## config.mk

```make
export PLATFORM = sky130hd
export DESIGN_NAME = multicycle_ctrl
export DESIGN_NICKNAME = d
export VERILOG_FILES = /design/src/rtl/multicycle_ctrl.sv
export SDC_FILE = /design/constraint.sdc
export NUM_CORES = 1
export LEC_CHECK = 0
export ABC_AREA = 1
export CAP_MARGIN = 20
export CELL_PAD_IN_SITES_DETAIL_PLACEMENT = 1
export CELL_PAD_IN_SITES_GLOBAL_PLACEMENT = 1
export CORE_MARGIN = 2
export CORE_UTILIZATION = 33
export CTS_CLUSTER_DIAMETER = 60
export CTS_CLUSTER_SIZE = 14
export DETAILED_ROUTE_END_ITERATION = 7
export PLACE_DENSITY = 0.84
export SKIP_LAST_GASP = 1
export SLEW_MARGIN = 20
export SYNTH_ARGS = -nofsm -noshare
export SYNTH_HDL_FRONTEND = slang
export SYNTH_SLANG_ARGS = --single-unit
```

## constraint.sdc

```tcl
create_clock -name clk -period 1.7 [get_ports clk]
set_clock_uncertainty 0.15 [all_clocks]
set_input_delay 0.34 -clock clk [delete_from_list [all_inputs] [get_ports clk]]
set_output_delay 0.34 -clock clk [all_outputs]
set_load 0.01 [all_outputs]
```

## src/rtl/multicycle_ctrl.sv

```systemverilog
// Moore control FSM for a 16-bit multicycle datapath (fetch/decode/execute/writeback).
// Optional memory wait states: define MULTICYCLE_CTRL_WAIT_EN to add the mem_ready handshake.
module multicycle_ctrl #(
  parameter int OP_W = 4
) (
  input  logic            clk,
  input  logic            reset,
  input  logic [OP_W-1:0] op,
  input  logic            zero,
`ifdef MULTICYCLE_CTRL_WAIT_EN
  input  logic            mem_ready,
`endif
  output logic            iord,
  output logic            memwrite,
  output logic            irwrite,
  output logic            regdst,
  output logic            memtoreg,
  output logic            regwrite,
  output logic            alusrca,
  output logic [1:0]      alusrcb,
  output logic [1:0]      aluop,
  output logic [1:0]      pcsrc,
  output logic            pc_en,
  output logic            illegal,
  output logic [3:0]      state
);

  typedef enum logic [3:0] {
    FETCH  = 4'd0,
    DECODE = 4'd1,
    MEMADR = 4'd2,
    MEMRD  = 4'd3,
    MEMWB  = 4'd4,
    MEMWR  = 4'd5,
    RTEX   = 4'd6,
    RTWB   = 4'd7,
    BEQ    = 4'd8,
    ADDIEX = 4'd9,
    ADDIWB = 4'd10,
    JUMP   = 4'd11
  } state_t;

  typedef struct packed {
    logic       iord;
    logic       memwrite;
    logic       irwrite;
    logic       regdst;
    logic       memtoreg;
    logic       regwrite;
    logic       alusrca;
    logic [1:0] alusrcb;
    logic [1:0] aluop;
    logic [1:0] pcsrc;
    logic       pcwrite;
    logic       branch;
    logic       waits;
  } ctrl_t;

  localparam logic [OP_W-1:0] OP_R    = OP_W'(0);
  localparam logic [OP_W-1:0] OP_LW   = OP_W'(1);
  localparam logic [OP_W-1:0] OP_SW   = OP_W'(2);
  localparam logic [OP_W-1:0] OP_BEQ  = OP_W'(3);
  localparam logic [OP_W-1:0] OP_ADDI = OP_W'(4);
  localparam logic [OP_W-1:0] OP_J    = OP_W'(5);

  state_t cur;
  state_t nxt;
  ctrl_t  ctrl;
  logic   mem_done;
  logic   legal;
  logic   hold;
  logic   pcwrite;

`ifdef MULTICYCLE_CTRL_WAIT_EN
  assign mem_done = mem_ready;
`else
  assign mem_done = 1'b1;
`endif

  function automatic ctrl_t decode(input state_t s);
    ctrl_t c;
    c = '0;
    case (s)
      FETCH: begin
        c.alusrcb = 2'b01;
        c.irwrite = 1'b1;
        c.pcwrite = 1'b1;
        c.waits   = 1'b1;
      end
      DECODE: c.alusrcb = 2'b11;
      MEMADR, ADDIEX: begin
        c.alusrca = 1'b1;
        c.alusrcb = 2'b10;
      end
      MEMRD: begin
        c.iord  = 1'b1;
        c.waits = 1'b1;
      end
      MEMWR: begin
        c.iord     = 1'b1;
        c.memwrite = 1'b1;
        c.waits    = 1'b1;
      end
      MEMWB: begin
        c.memtoreg = 1'b1;
        c.regwrite = 1'b1;
      end
      ADDIWB: c.regwrite = 1'b1;
      RTEX: begin
        c.alusrca = 1'b1;
        c.aluop   = 2'b10;
      end
      RTWB: begin
        c.regdst   = 1'b1;
        c.regwrite = 1'b1;
      end
      BEQ: begin
        c.alusrca = 1'b1;
        c.aluop   = 2'b01;
        c.pcsrc   = 2'b01;
        c.branch  = 1'b1;
      end
      JUMP: begin
        c.pcsrc   = 2'b10;
        c.pcwrite = 1'b1;
      end
      default: c = '0;
    endcase
    return c;
  endfunction

  assign legal = (op == OP_R) || (op == OP_LW) || (op == OP_SW) ||
                 (op == OP_BEQ) || (op == OP_ADDI) || (op == OP_J);

  always_comb begin
    nxt = FETCH;
    case (cur)
      FETCH:  nxt = mem_done ? DECODE : FETCH;
      DECODE: begin
        if (op == OP_LW || op == OP_SW) nxt = MEMADR;
        else if (op == OP_R)            nxt = RTEX;
        else if (op == OP_BEQ)          nxt = BEQ;
        else if (op == OP_ADDI)         nxt = ADDIEX;
        else if (op == OP_J)            nxt = JUMP;
        else                            nxt = FETCH;
      end
      MEMADR: nxt = (op == OP_SW) ? MEMWR : MEMRD;
      MEMRD:  nxt = mem_done ? MEMWB : MEMRD;
      MEMWR:  nxt = mem_done ? FETCH : MEMWR;
      RTEX:   nxt = RTWB;
      ADDIEX: nxt = ADDIWB;
      default: nxt = FETCH;
    endcase
  end

  // Controls are decoded from the next state so they are registered alongside it.
  always_ff @(posedge clk or posedge reset) begin
    if (reset) begin
      cur  <= FETCH;
      ctrl <= decode(FETCH);
    end else begin
      cur  <= nxt;
      ctrl <= decode(nxt);
    end
  end

  // Write strobes in a memory-wait state fire only in the cycle memory completes.
  assign hold     = ctrl.waits & ~mem_done;
  assign pcwrite  = ctrl.pcwrite & ~hold;
  assign irwrite  = ctrl.irwrite & ~hold;
  assign memwrite = ctrl.memwrite & ~hold;
  assign iord     = ctrl.iord;
  assign regdst   = ctrl.regdst;
  assign memtoreg = ctrl.memtoreg;
  assign regwrite = ctrl.regwrite;
  assign alusrca  = ctrl.alusrca;
  assign alusrcb  = ctrl.alusrcb;
  assign aluop    = ctrl.aluop;
  assign pcsrc    = ctrl.pcsrc;
  assign pc_en    = pcwrite | (ctrl.branch & zero);
  assign illegal  = (cur == DECODE) & ~legal;
  assign state    = cur;

endmodule

```

==> summary.txt <==
Cells and area
  – Share of final-layout standard cells stronger than drive strength 1: between 40% and 50%
  – Layout Nets: approximately 170
  – Ant diodes: 0
  – Total of fill cells in the finished design: approximately 300
  – Synthesis-to-finish area growth: 67.61%

CTS
  – Insertion delay of the later-clocked pin in the worst-skew pair: roughly 0.30 ns
  – CTS root buffer: clkbuf_4
  – Number of hold buffers added after cts: 0
  – CTS clock-pin slew for the worst setup and hold paths: 0.12 ns
  – H-tree level count: 1
  – CTS max path bufs: 2
  – CTS tree: yes
  – Number of buffers added by the clock tree synthesis step: 3
  – Clock sink count: 18

Run status
  – Outcome: finished, violations left
  – Violated checks: setup timing

Global routing
  – Vias in the first global route: 1073
  – Global Route Usage Sum: 20.71%
  – Antenna violations before repair: 0
  – Maximum number of pins on one net before global-route repair: 11
  – Wire length of the first global-routing pass: 4995 um
  – Overflow left after global routing: 0

Synthesis
  – Top-area cell type share of the netlist area: between 40% and 50%
  – Number of warning messages in the yosys log: 0
  – Seq cells post-synth: 18
  – Commonest cells post-synth: nand2_1 (23), nor2_1 (18), dfrtp_1 (15), inv_1 (12), nand3_1 (8)
  – Post-synth EDFFs: 0
  – Sequential area share after synthesis: roughly half
  – Average cell area after synthesis: ~8.5 sq um
  – Commonest register cell after synthesis: dfrtp_1
  – Post-synthesis net count: between 100 and 150
  – Ranking of synthesized cells by area: dfrtp_1 (42%), nand2_1 (9.8%), dfstp_2 (8.9%)
  – Cell area after synthesis: approximately 900 sq um
  – Cell taking the most area after synthesis: dfrtp_1
  – Fraction of synthesis flops using an asynchronous set or reset pin: between 90% and 100%
  – Most common cell in the synthesized netlist: nand2_1
  – Count of mapped cells out of synthesis: ~100
  – Distinct cells, synth: 20

Setup path
  – Crit-path leading delay family: flip-flops
  – Worst path cell trace: inv_2, nand2_4, nor2_4, and3_4, buf_6
  – Crit-path max FO: 2
  – Highest cell delay on the worst timing path: between 0.4 and 0.5 ns
  – Slowest stage cell, crit path: dfrtp_1
  – Critical Path Stages: 5
  – Critical Path Start Type: register
  – Endpoint arrival time on the critical path: ~1.3 ns
  – Category of the worst setup path capture point: output port
  – Crit Path Class: register to output port
  – Critical path data required time: 1.21 ns
  – Logic depth of the worst register-to-register path: 11
  – Buffers & Inverters on Critical Path: 2

Placement
  – Routability cong.: about 0.86
  – Half-perimeter wire length of the detailed placement result: 2286 um
  – Count of buffers inserted at the top-level ports: 25

Route
  – 1st-iter DRT viols: 17
  – Routed wl met3: between 100 and 150 um
  – DRT Pass-1 Iters: 4
  – Sum of routed wire segments on met1: ~1200 um
  – Detailed-route via count: around 940
  – Highest routed metal layer: met4
  – Post-DRT Antenna Nets: 0
  – Drt wl/cell: approximately 17 um
  – Remaining DRCs: 0
  – Final WL: around 3200 um
  – Routed length on met2: roughly 1800 um
  – Vias per cell: roughly 5.0

Timing
  – Number of slew-limit violations in the final report: 0
  – Worst relative slew slack: about three quarters
  – Part of the cycle the worst path needs: 102.3%
  – Unrepaired setup endpoints after global routing: yes
  – Worst hold margin: around 0.16 ns
  – Setup slack of the critical path after layout: -0.03964 ns
  – Final setup vio count: 1
  – Worst-margin pin slew: approximately 0.38 ns
  – Peak clock frequency supported by timing: around 570 MHz
  – Minimum period implied by the final worst setup slack: around 1.7 ns
  – Final hold vios: 0
  – Setup TNS: -0.03964 ns

Pwr
  – Worst ir drop on vdd: between 0.9 and 1 mV
  – Sum of internal, switching and leakage power: 0.002539 W
  – Leakage power of the design: between 0.8 and 0.9 nW
  – Total power divided by cell area: 1713 nW/um^2

Die
  – Die area: roughly 3100 sq um
  – Total I/O pin count: 26
  – Core Rows: 18
  – Die X-Extent: between 50 and 60 um
  – Die outline height: around 56 um
  – Core area: around 2500 sq um
  – Initial cell density of the core: approximately 35%

Hold path
  – Worst min-delay path class: primary input to asynchronous set/reset pin

Job
  – MaxCap Viol Count: 0
==> report_power, final <==
group	total [W]	leakage [nW]	internal, W	switching (W)
Combinational	0.00162	0.635	0.000752	0.000869
Clock	0.000277	0.0210	0.000130	0.000146
Sequential	0.000642	0.233	0.000585	0.0000571
Total	0.00254	0.889	0.00147	0.00107
==> path summary, 6_finish.rpt <==
| check | start | endpoint | slack, ns |
|---|---|---|---|
| worst min-delay path | reset | aluop[1]$_DFF_PP0_ | 0.16 |
| worst max register to register | state[2]$_DFF_PP0_ | alusrca$_DFF_PP0_ | 0.06 |
| min in group clk | op[1] | state[0]$_DFF_PP0_ | 0.52 |
| worst max-delay path | state[2]$_DFF_PP0_ | illegal | -0.04 |
| max in group asynchronous | reset | state[3]$_DFF_PP0_ | 0.76 |
| worst min register to register | state[3]$_DFF_PP0_ | iord$_DFF_PP0_ | 0.57 |
==> worst register-to-register path, delay by kind of cell, from the launching register on <==
kind,cells,cell delay (ns)
buffers and inverters,2,0.25
DFF,1,0.42
and+or+nand+nor,9,0.72
==> metal layers <==
layer | vias to the layer above | global-route usage, %
met5 | - | 0
met3 | 8 | 3.256
met2 | 32 | 40.31
met4 | 0 | 9.408
li1 | 435 | -
met1 | 469 | 21.29
==> cells in the final DEF, fill, tap and decap left out, types with 2 or more instances in the layout <==
cell type,count
buf_6,2
nor3_1,2
buf_4,25
dlymetal6s2s_1,6
nand2_2,8
nand3_2,3
clkbuf_4,3
nor2_2,9
clkdlybuf4s50_1,7
nand2_4,3
nand3_1,6
dlygate4sd2_1,10
inv_2,7
dfrtp_1,15
nor2_4,6
nand2_1,19
nor2_1,8
inv_1,7
dfstp_2,3
==> metrics by stage <==
stage,cells,util [%],worst slack [ns],cell area (sq um)
floorplan,104,-,0.2208,884.6
global placement,181,53.50,-0.4377,1338
detailed placement,181,53.50,-0.4930,1338
CTS,187,55.96,-0.2004,1399
global route,189,59.31,-0.08890,1483
finish,189,59.31,-0.03964,1483
==> final cells by class <==
class	count	area [sq um]	area share, %
multi-input cells	71	442.9	29.87
repair buffers	51	452.9	30.55
inverters	15	58.81	3.966
flip-flops and latches	18	454.2	30.63
well taps	30	37.54	2.532
clock buffers	4	36.28	2.447
==> cells by family (layout without fill, tap and decap cells) <==
family                 count (synthesis)  count (layout)  synth area share, %
and+or+nand+nor                       66              66                38.33
DFF                                   18              18                51.34
AOI/OAI and AO/OA                      5               5                3.960
buffers and inverters                 15              70                6.364
==> state kept, by name (all words and copies together), names as in the netlist, 2 cells and up <==
name / count
state: 4
pcsrc: 2
aluop: 2
alusrcb: 2
==> timing repair <==
action	4_1_cts	5_1_grt
endpoints found under the hold margin	0	0
setup buffers	2	2
setup endpoints to repair	16	15
gates resized for setup	23	28
pin swaps	7	8
No activity file was read; power rests on OpenSTA's default activity.
